## src/rtl/mux_rr_nx1.sv

```systemverilog
// N-to-1 valid/ready channel mux: manual select or round-robin arbitration, registered output.
// Latency: one cycle from input accept to out_valid/out_data/out_ch.
// Backpressure: in_ready is held low while the output register is full and out_ready is low.
module mux_rr_nx1 #(
  parameter int N     = 4,
  parameter int WIDTH = 8,
  parameter int SELW  = $clog2(N)
) (
  input  logic               clk,
  input  logic               rst,
  input  logic               mode,
  input  logic [SELW-1:0]    sel,
  input  logic [N-1:0]       in_valid,
  input  logic [N*WIDTH-1:0] in_data,
  output logic [N-1:0]       in_ready,
  output logic               out_valid,
  output logic [WIDTH-1:0]   out_data,
  output logic [SELW-1:0]    out_ch,
  input  logic               out_ready
);

  // Channel count at index width plus one bit, so sel >= N and the
  // rotating index sum can be compared without truncation.
  localparam logic [SELW:0] NUM = (SELW+1)'(N);

  typedef enum logic {EMPTY = 1'b0, FULL = 1'b1} state_t;

  state_t            state;
  state_t            state_nxt;
  logic [SELW-1:0]   last;
  logic [SELW-1:0]   gnt_idx;
  logic              gnt_vld;
  logic              space;
  logic              load;
  logic [WIDTH-1:0]  gnt_dat;

  // Arbitration: manual picks sel if it is in range and requesting; round-robin
  // scans from the farthest to the nearest channel after last, so the nearest
  // requester overwrites the others and wins.
  always_comb begin : arb
    logic [SELW:0] sum;
    gnt_vld = 1'b0;
    gnt_idx = '0;
    sum     = '0;
    if (!mode) begin
      if (({1'b0, sel} < NUM) && in_valid[sel]) begin
        gnt_vld = 1'b1;
        gnt_idx = sel;
      end
    end else begin
      for (int k = N; k >= 1; k--) begin
        sum = {1'b0, last} + {1'b0, SELW'(k)};
        if (sum >= NUM) sum = sum - NUM;
        if (in_valid[sum[SELW-1:0]]) begin
          gnt_vld = 1'b1;
          gnt_idx = sum[SELW-1:0];
        end
      end
    end
  end

  assign space     = (state == EMPTY) | out_ready;
  assign load      = gnt_vld & space & ~rst;
  assign out_valid = (state == FULL);

  // One-hot accept for the granted channel; never asserted during reset.
  always_comb begin
    in_ready = '0;
    if (load) in_ready[gnt_idx] = 1'b1;
  end

  // Data selection for the granted channel (only feeds the output register).
  always_comb begin
    gnt_dat = '0;
    for (int i = 0; i < N; i++) begin
      if (gnt_idx == SELW'(i)) gnt_dat = in_data[i*WIDTH +: WIDTH];
    end
  end

  // Output register occupancy: a load keeps/makes it FULL, an accept alone empties it.
  always_comb begin
    state_nxt = state;
    if (load)           state_nxt = FULL;
    else if (out_ready) state_nxt = EMPTY;
  end

  // Occupancy register; reset drops any held beat without a handshake.
  always_ff @(posedge clk) begin
    if (rst) state <= EMPTY;
    else     state <= state_nxt;
  end

  // Beat payload, source index and round-robin pointer; last starts at N-1 so channel 0 leads.
  always_ff @(posedge clk) begin
    if (rst) begin
      out_data <= '0;
      out_ch   <= '0;
      last     <= SELW'(N-1);
    end else if (load) begin
      out_data <= gnt_dat;
      out_ch   <= gnt_idx;
      last     <= gnt_idx;
    end
  end

endmodule

```

## config.mk

```make
export PLATFORM = sky130hd
export DESIGN_NAME = mux_rr_nx1
export DESIGN_NICKNAME = d
export VERILOG_FILES = /design/src/rtl/mux_rr_nx1.sv
export SDC_FILE = /design/constraint.sdc
export NUM_CORES = 1
export LEC_CHECK = 0
export CAP_MARGIN = 20
export CORE_ASPECT_RATIO = 1.25
export CORE_MARGIN = 2
export CORE_UTILIZATION = 37
export CTS_CLUSTER_SIZE = 40
export DETAILED_ROUTE_END_ITERATION = 12
export GPL_ROUTABILITY_DRIVEN = 0
export GPL_TIMING_DRIVEN = 0
export PLACE_DENSITY_LB_ADDON = 0.3
export SETUP_SLACK_MARGIN = 0.02
export SKIP_LAST_GASP = 1
export SLEW_MARGIN = 20
export SYNTH_ARGS = -nofsm -noshare
export SYNTH_HDL_FRONTEND = slang
export SYNTH_SLANG_ARGS = --single-unit
export TNS_END_PERCENT = 10
```

## constraint.sdc

```tcl
create_clock -name clk -period 2.3 [get_ports clk]
set_clock_uncertainty 0.15 [all_clocks]
set_input_delay 0.23 -clock clk [delete_from_list [all_inputs] [get_ports clk]]
set_output_delay 0.23 -clock clk [all_outputs]
set_load 0.01 [all_outputs]
```

# Word level (Yosys, flattened, before mapping)
# Cells that the tools add are included.
totals:
  inputBits: 42
  output_inout_bits: 15
  reg_bits: 13
classes:
  n_bitwise: 5
  eq_ne: 3
  magnitude_cmp: 11
  n_mux: 39
  addsub: 7
  n_reduce_logical: 3
op_table:
  columns: ["op", "count"]
  rows:
  - ["two-way mux 8 bit", 4]
  - ["two-way mux 2 bit", 14]
  - ["< comparator 2 x 3 -> 1 bit (second input constant)", 6]
  - ["two-way mux 1 bit", 14]
  - ["binary-select mux 1 bit (select 2 bit)", 5]
  - [">= comparator 3 bit (second input constant)", 3]
  - ["subtractor 2 x 1 -> 2 bit (second input constant)", 4]
  - ["adder 2 x 2 -> 3 bit (second input constant)", 2]
  - ["== test 2 bit (second input constant)", 2]
  - ["two-way mux 4 bit", 1]
  - ["adder 2 x 1 -> 3 bit (second input constant)", 1]
  - [">= comparator 2 x 3 -> 1 bit (second input constant)", 1]
  - ["AND 1 bit", 2]
  - ["demux 1 bit (select 2 bit)", 1]
  - ["== test 2 x 1 -> 1 bit (second input constant)", 1]
  - [">= comparator 2 x 1 -> 1 bit (second input constant)", 1]
  - ["zero test 2 bit", 1]
  - ["NOT 1 bit", 2]
  - ["nonzero test 2 bit", 1]
  - ["logical AND 1 bit", 1]
  - ["OR 1 bit", 1]

# Depth between registers and ports, before layout
# Gate-level depths: netlist of run 1.
logic_depth:
  depth_word: 15
  depth_mapped: 7

# Worst setup path before layout of run 1
# OpenSTA, ideal clock, no wires.
synth_path:
  kind: "reg2out"
  from: "reg last[1]"
  to: "out in_ready[0]"
  path_stages_with_launch: 7
  t_required_ns: 1.920
  slack_ns: 0.234
  arrival_ns: 1.686
  n_path_buf: 2
  cell_sequence: "dfxtp_1 > mux2i_1 > o221ai_1 > o22a_1 > buf_2 > buf_4 > nor4_1"
synth_via:
  elab_chain_cells: 15
  elab_cells_between_ends: 45
  cone_classes: "add/sub: 7; order compare: 6; mux: 29; bitwise: 2; reduce/logical: 1"
synth_lines:
  columns: ["element", "line_no", "source"]
  rows:
  - ["start, declared", "30", "logic [SELW-1:0] last;"]
  - ["start signal, assigned", "98", "last <= SELW'(N-1);"]
  - ["start signal, assigned", "102", "last <= gnt_idx;"]
  - ["adder 2 x 2 -> 3 bit, or another cell as far along", "52", "sum = {1'b0, last} + {1'b0, SELW'(k)};"]
  - [">= comparator 3 bit, or another cell as far along", "53", "if (sum >= NUM) sum = sum - NUM;"]
  - ["two-way mux 2 bit (on tied branches)", "53, 45", null]
  - ["two-way mux 2 bit / binary-select mux 1 bit (select 2 bit) (equally long branches)", "45, 54", null]
  - ["binary-select mux 1 bit (select 2 bit) / two-way mux 1 bit (equally long branches)", "54", "if (in_valid[sum[SELW-1:0]]) begin"]
  - ["two-way mux 1 bit (not written as such) / two-way mux 2 bit (equally long branches)", "54", null]
  - ["two-way mux 2 bit (3 in series)", "54", null]
  - ["two-way mux 2 bit", "45", "if (!mode) begin"]
  - ["< comparator 2 x 3 -> 1 bit (not written as such) / >= comparator 2 x 1 -> 1 bit (equally long branches)", "69", "if (load) in_ready[gnt_idx] = 1'b1;"]
  - ["logical AND 1 bit (not written as such)", "69", null]
  - ["two-way mux 1 bit (not written as such)", "69", null]
  - ["demux 1 bit (select 2 bit)", "69", null]
  - ["two-way mux 4 bit *", "69", null]
  - ["end, declared", "15", "output logic [N-1:0] in_ready,"]
# Mark *: on every way between the ends. The rest lies on a longest branch, timed or not. The select of a mux whose other input is x is not followed.

# Worst setup path in the final report of run 1
layout_path:
  from: "in sel[0]"
  to: "out in_ready[0]"
layout_via:
  elab_chain_cells: 9
  elab_cells_between_ends: 14
  cone_classes: "order compare: 2; mux: 9; bitwise: 2; reduce/logical: 1"
layout_lines:
  columns: ["element", "line_no", "source"]
  rows:
  - ["start, declared", "12", "input logic [SELW-1:0] sel,"]
  - ["binary-select mux 1 bit (select 2 bit)", "46", "if (({1'b0, sel} < NUM) && in_valid[sel]) begin"]
  - ["two-way mux 1 bit (not written as such)", "46", null]
  - ["two-way mux 2 bit", "46", null]
  - ["two-way mux 2 bit", "45", null]
  - ["< comparator 2 x 3 -> 1 bit (not written as such) / >= comparator 2 x 1 -> 1 bit (equally long branches)", "69", null]
  - ["logical AND 1 bit (not written as such)", "69", null]
  - ["two-way mux 1 bit (not written as such)", "69", null]
  - ["demux 1 bit (select 2 bit)", "69", null]
  - ["two-way mux 4 bit *", "69", null]
# Marks and branches as above.

==> out/results.txt, run 1 <==
Top cell type's share of synthesized area -> 27.7%
Vias in the first global route -> 1092
# DRC -> 0
Distinct cells, synth -> 33
Kind of critical path -> in -> out
Max Transition Viols Final -> 0
Vias per inst -> 5.38
Outcome -> finished clean
Worst-margin pin slew -> 560 ps
Comb power frac -> 45.5%
CP Data Arrival Time -> 1870 ps
Clock Sink Count -> 13
Tcrit/Tclk final -> 97.7%
Root Driver -> clkbuf_4
Final hold vios -> 0
Place WS -> -878 ps
Largest net degree at the start of global routing -> 17
Io pins -> 57
IR drop worst, VDD -> 0.000303 V
Synth Area per Inst -> 9.78 µm²
Diodes inserted -> 0
First-pass GRT wire length -> 4640 µm
Starting DRC count in detailed routing -> 15
Antenna-violating nets left -> 0
Post-synth net total -> 138
Max_cap viols -> 0
Cell row count -> 20
Family with the most delay on the worst path -> simple AND/OR/NAND/NOR gates
CTS tree -> built
Final Cell Area -> 0.00167 mm²
Vias -> 1033
CTS H-Tree Depth -> 1
Worst-Skew Late Latency -> 290 ps
CP max FO -> 10
Worst slew margin -> 62.7%
Leakage power -> 0.652 nW
Die Wd -> 49.0 µm
Cells along the critical path -> dlygate4sd2_1 > mux2i_1 > or3_4 > a31o_4 > clkbuf_8 > nor4_4 > buf_2
Fmax -> 0.445 GHz
Total Routing Usage GR -> 20.3%
Minimum clock period -> 2250 ps
WL/cell -> 15.2 µm
Die Y -> 60.3 µm
Cell Area, Placed -> 0.00154 mm²
Part of the power in the clock network -> 19.3%
Ys Warns -> 0
Full die area -> 0.00296 mm²
Total Nets Final -> 202
Worst-case clock buffer depth -> 2
Fillers -> 212
DRT Pass-1 Iters -> 6
Cts bufs inserted -> 3
Hold slack -> 314 ps
Core Util, Final -> 68.8%
Hpwl dp -> 2130 µm
WP data required -> 1920 ps
Synth Cell Area -> 938 µm²
Crit path capture type -> output port
Global route overflow -> 0
Initial antenna violation count -> 0
Area Growth Syn to Fin -> 78.0%
PortBufs -> 56
Max stage delay on crit path -> 430 ps
Reg power frac -> 35.2%
Setup crit start kind -> input port
RSZ-0062 raised after global routing -> true
Mapped Cells -> 96
Hold crit path type -> reg -> reg
Sequential fraction of the synthesis area -> 27.7%
Reg clk slew, reported paths -> 80 ps
Sw Pwr -> 0.250 mW
Core ar. -> 0.00243 mm²
# setup viols final -> 0
Synth Register Bits -> 13
Crit path buffers/inverters -> 3
Switching Share -> 32.4%
Fraction of layout cells with a size suffix above 1 -> 22.6%
Slowest CP cell -> or3_4
Starting Density -> 38.7%
Yosys top cell by area -> dfxtp_1
Worst setup margin -> 53.6 ps
Drt total wl -> 2930 µm
Area contributors post-synth -> dfxtp_1, mux2i_1, o221ai_2, nand3b_1, or3_4
Power Internal -> 0.522 mW
Power per Cell Area -> 462 mW/mm²
layer usage:
| metal | vias up | wire [µm] | track usage (%) | part of all wire, % |
|---|---|---|---|---|
| met5 | - | 0 | 0 | 0 |
| met4 | 0 | 74 | 7.35 | 2.5 |
| met3 | 7 | 147 | 4.75 | 5.0 |
| met2 | 42 | 1520 | 40.3 | 52 |
| met1 | 484 | 1180 | 20.8 | 40 |
| li1 | 500 | - | - | - |
power groups by stage:
stage / Clock, mW / Sequential, mW / Combinational (mW)
CTS: 0.148 / 0.271 / 0.336
global route: 0.157 / 0.275 / 0.374
detailed placement: 0 / 0.275 / 0.319
floorplan: 0 / 0.284 / 0.149
global placement: 0 / 0.274 / 0.311
finish: 0.149 / 0.272 / 0.351
state kept, by name, indices dropped and copies added, names as in the netlist:
register and flops:
out_data 8, out_ch 2, out_valid 1, last 2
path summary, 6_finish.rpt:
path              depth (start not counted)                    from  slack, ps                       end
setup reg to reg                          8    last[1]$_SDFFE_PP1P_        230  out_data[5]$_SDFFE_PP0P_
hold reg to reg                           2  out_ch[0]$_SDFFE_PP0P_        310    out_ch[0]$_SDFFE_PP0P_
hold / removal                            2  out_ch[0]$_SDFFE_PP0P_        310    out_ch[0]$_SDFFE_PP0P_
setup / recovery                          7                  sel[0]         50               in_ready[0]
area by class of cell:
class | instances | area, µm² | area share [%]
plain buffers | 5 | 56.3 | 3.37
clock buffers | 4 | 26.3 | 1.57
well taps | 33 | 41.3 | 2.47
multi-input cells | 75 | 697 | 41.7
flip-flops and latches | 13 | 264 | 15.8
inverters | 2 | 7.51 | 0.449
repair buffers | 60 | 578 | 34.6
cells in the mapped netlist:
library cell / instances
o22a_1: 1
inv_1: 2
mux2_1: 1
nand3b_1: 9
o21bai_1: 1
o21ai_0: 1
nor2_1: 5
a21oi_1: 3
o221ai_2: 8
or3_1: 2
nor3_1: 3
clkbuf_1: 2
o21ai_2: 1
nand3_1: 1
dfxtp_1: 13
buf_2: 1
or2b_1: 1
nor4_1: 2
nand2b_1: 1
a31o_1: 1
a221oi_1: 1
o21a_1: 1
nor2b_1: 3
a31oi_1: 1
buf_4: 2
a32oi_2: 1
buf_6: 1
and2_1: 1
nand2_1: 3
o21ai_1: 1
mux2i_1: 19
o221ai_1: 1
or3_4: 2
stage by stage:
stage | power (mW) | TNS, ps | cells
final | 0.772 | 0 | 192
after global routing | 0.806 | -5.14 | 192
after CTS | 0.755 | -22.1 | 191
after detailed placement | 0.593 | -5800 | 185
after global placement | 0.585 | -4870 | 185
after floorplan | 0.433 | 0 | 96
repair_timing:
action / 4_1_cts / 5_1_grt
setup endpoints to repair: 10 / 4
pin swaps: 2 / 6
resized for setup: 36 / 10
hold buffers: 0 / 0
setup buffers: 3 / 1
kinds of logic after synthesis:
logic type / share of synthesized area (%)
compound gates: 24.1
buf+inv: 4.93
flops: 27.7
mux: 21.5
simple gates: 21.7
layout by cell type (no fill, tap or decap), types with 3 or more instances in the layout:
cell             count
clkdlybuf4s50_1     45
clkbuf_4             3
mux2i_1             19
o221ai_2             8
nand3b_1             9
nor2b_1              3
a21oi_1              3
nor2_1               5
dfxtp_1             12
dlygate4sd2_1        5
buf_4                4
worst reg2reg max path, stage by stage (launching register included):
cell	delay, ps
dfxtp_4	380
inv_1	40
a221oi_1	250
o22a_1	240
buf_12	110
buf_6	110
buf_4	270
mux2i_1	280
o221ai_2	120
Note: power is estimated with default switching activity, not from simulation.
==> inputs of run 2 (changes only) <==
- CTS_CLUSTER_DIAMETER: not set -> 200
==> results of run 2 <==
The final DEF is identical to that of run 1; final timing and power are the same.
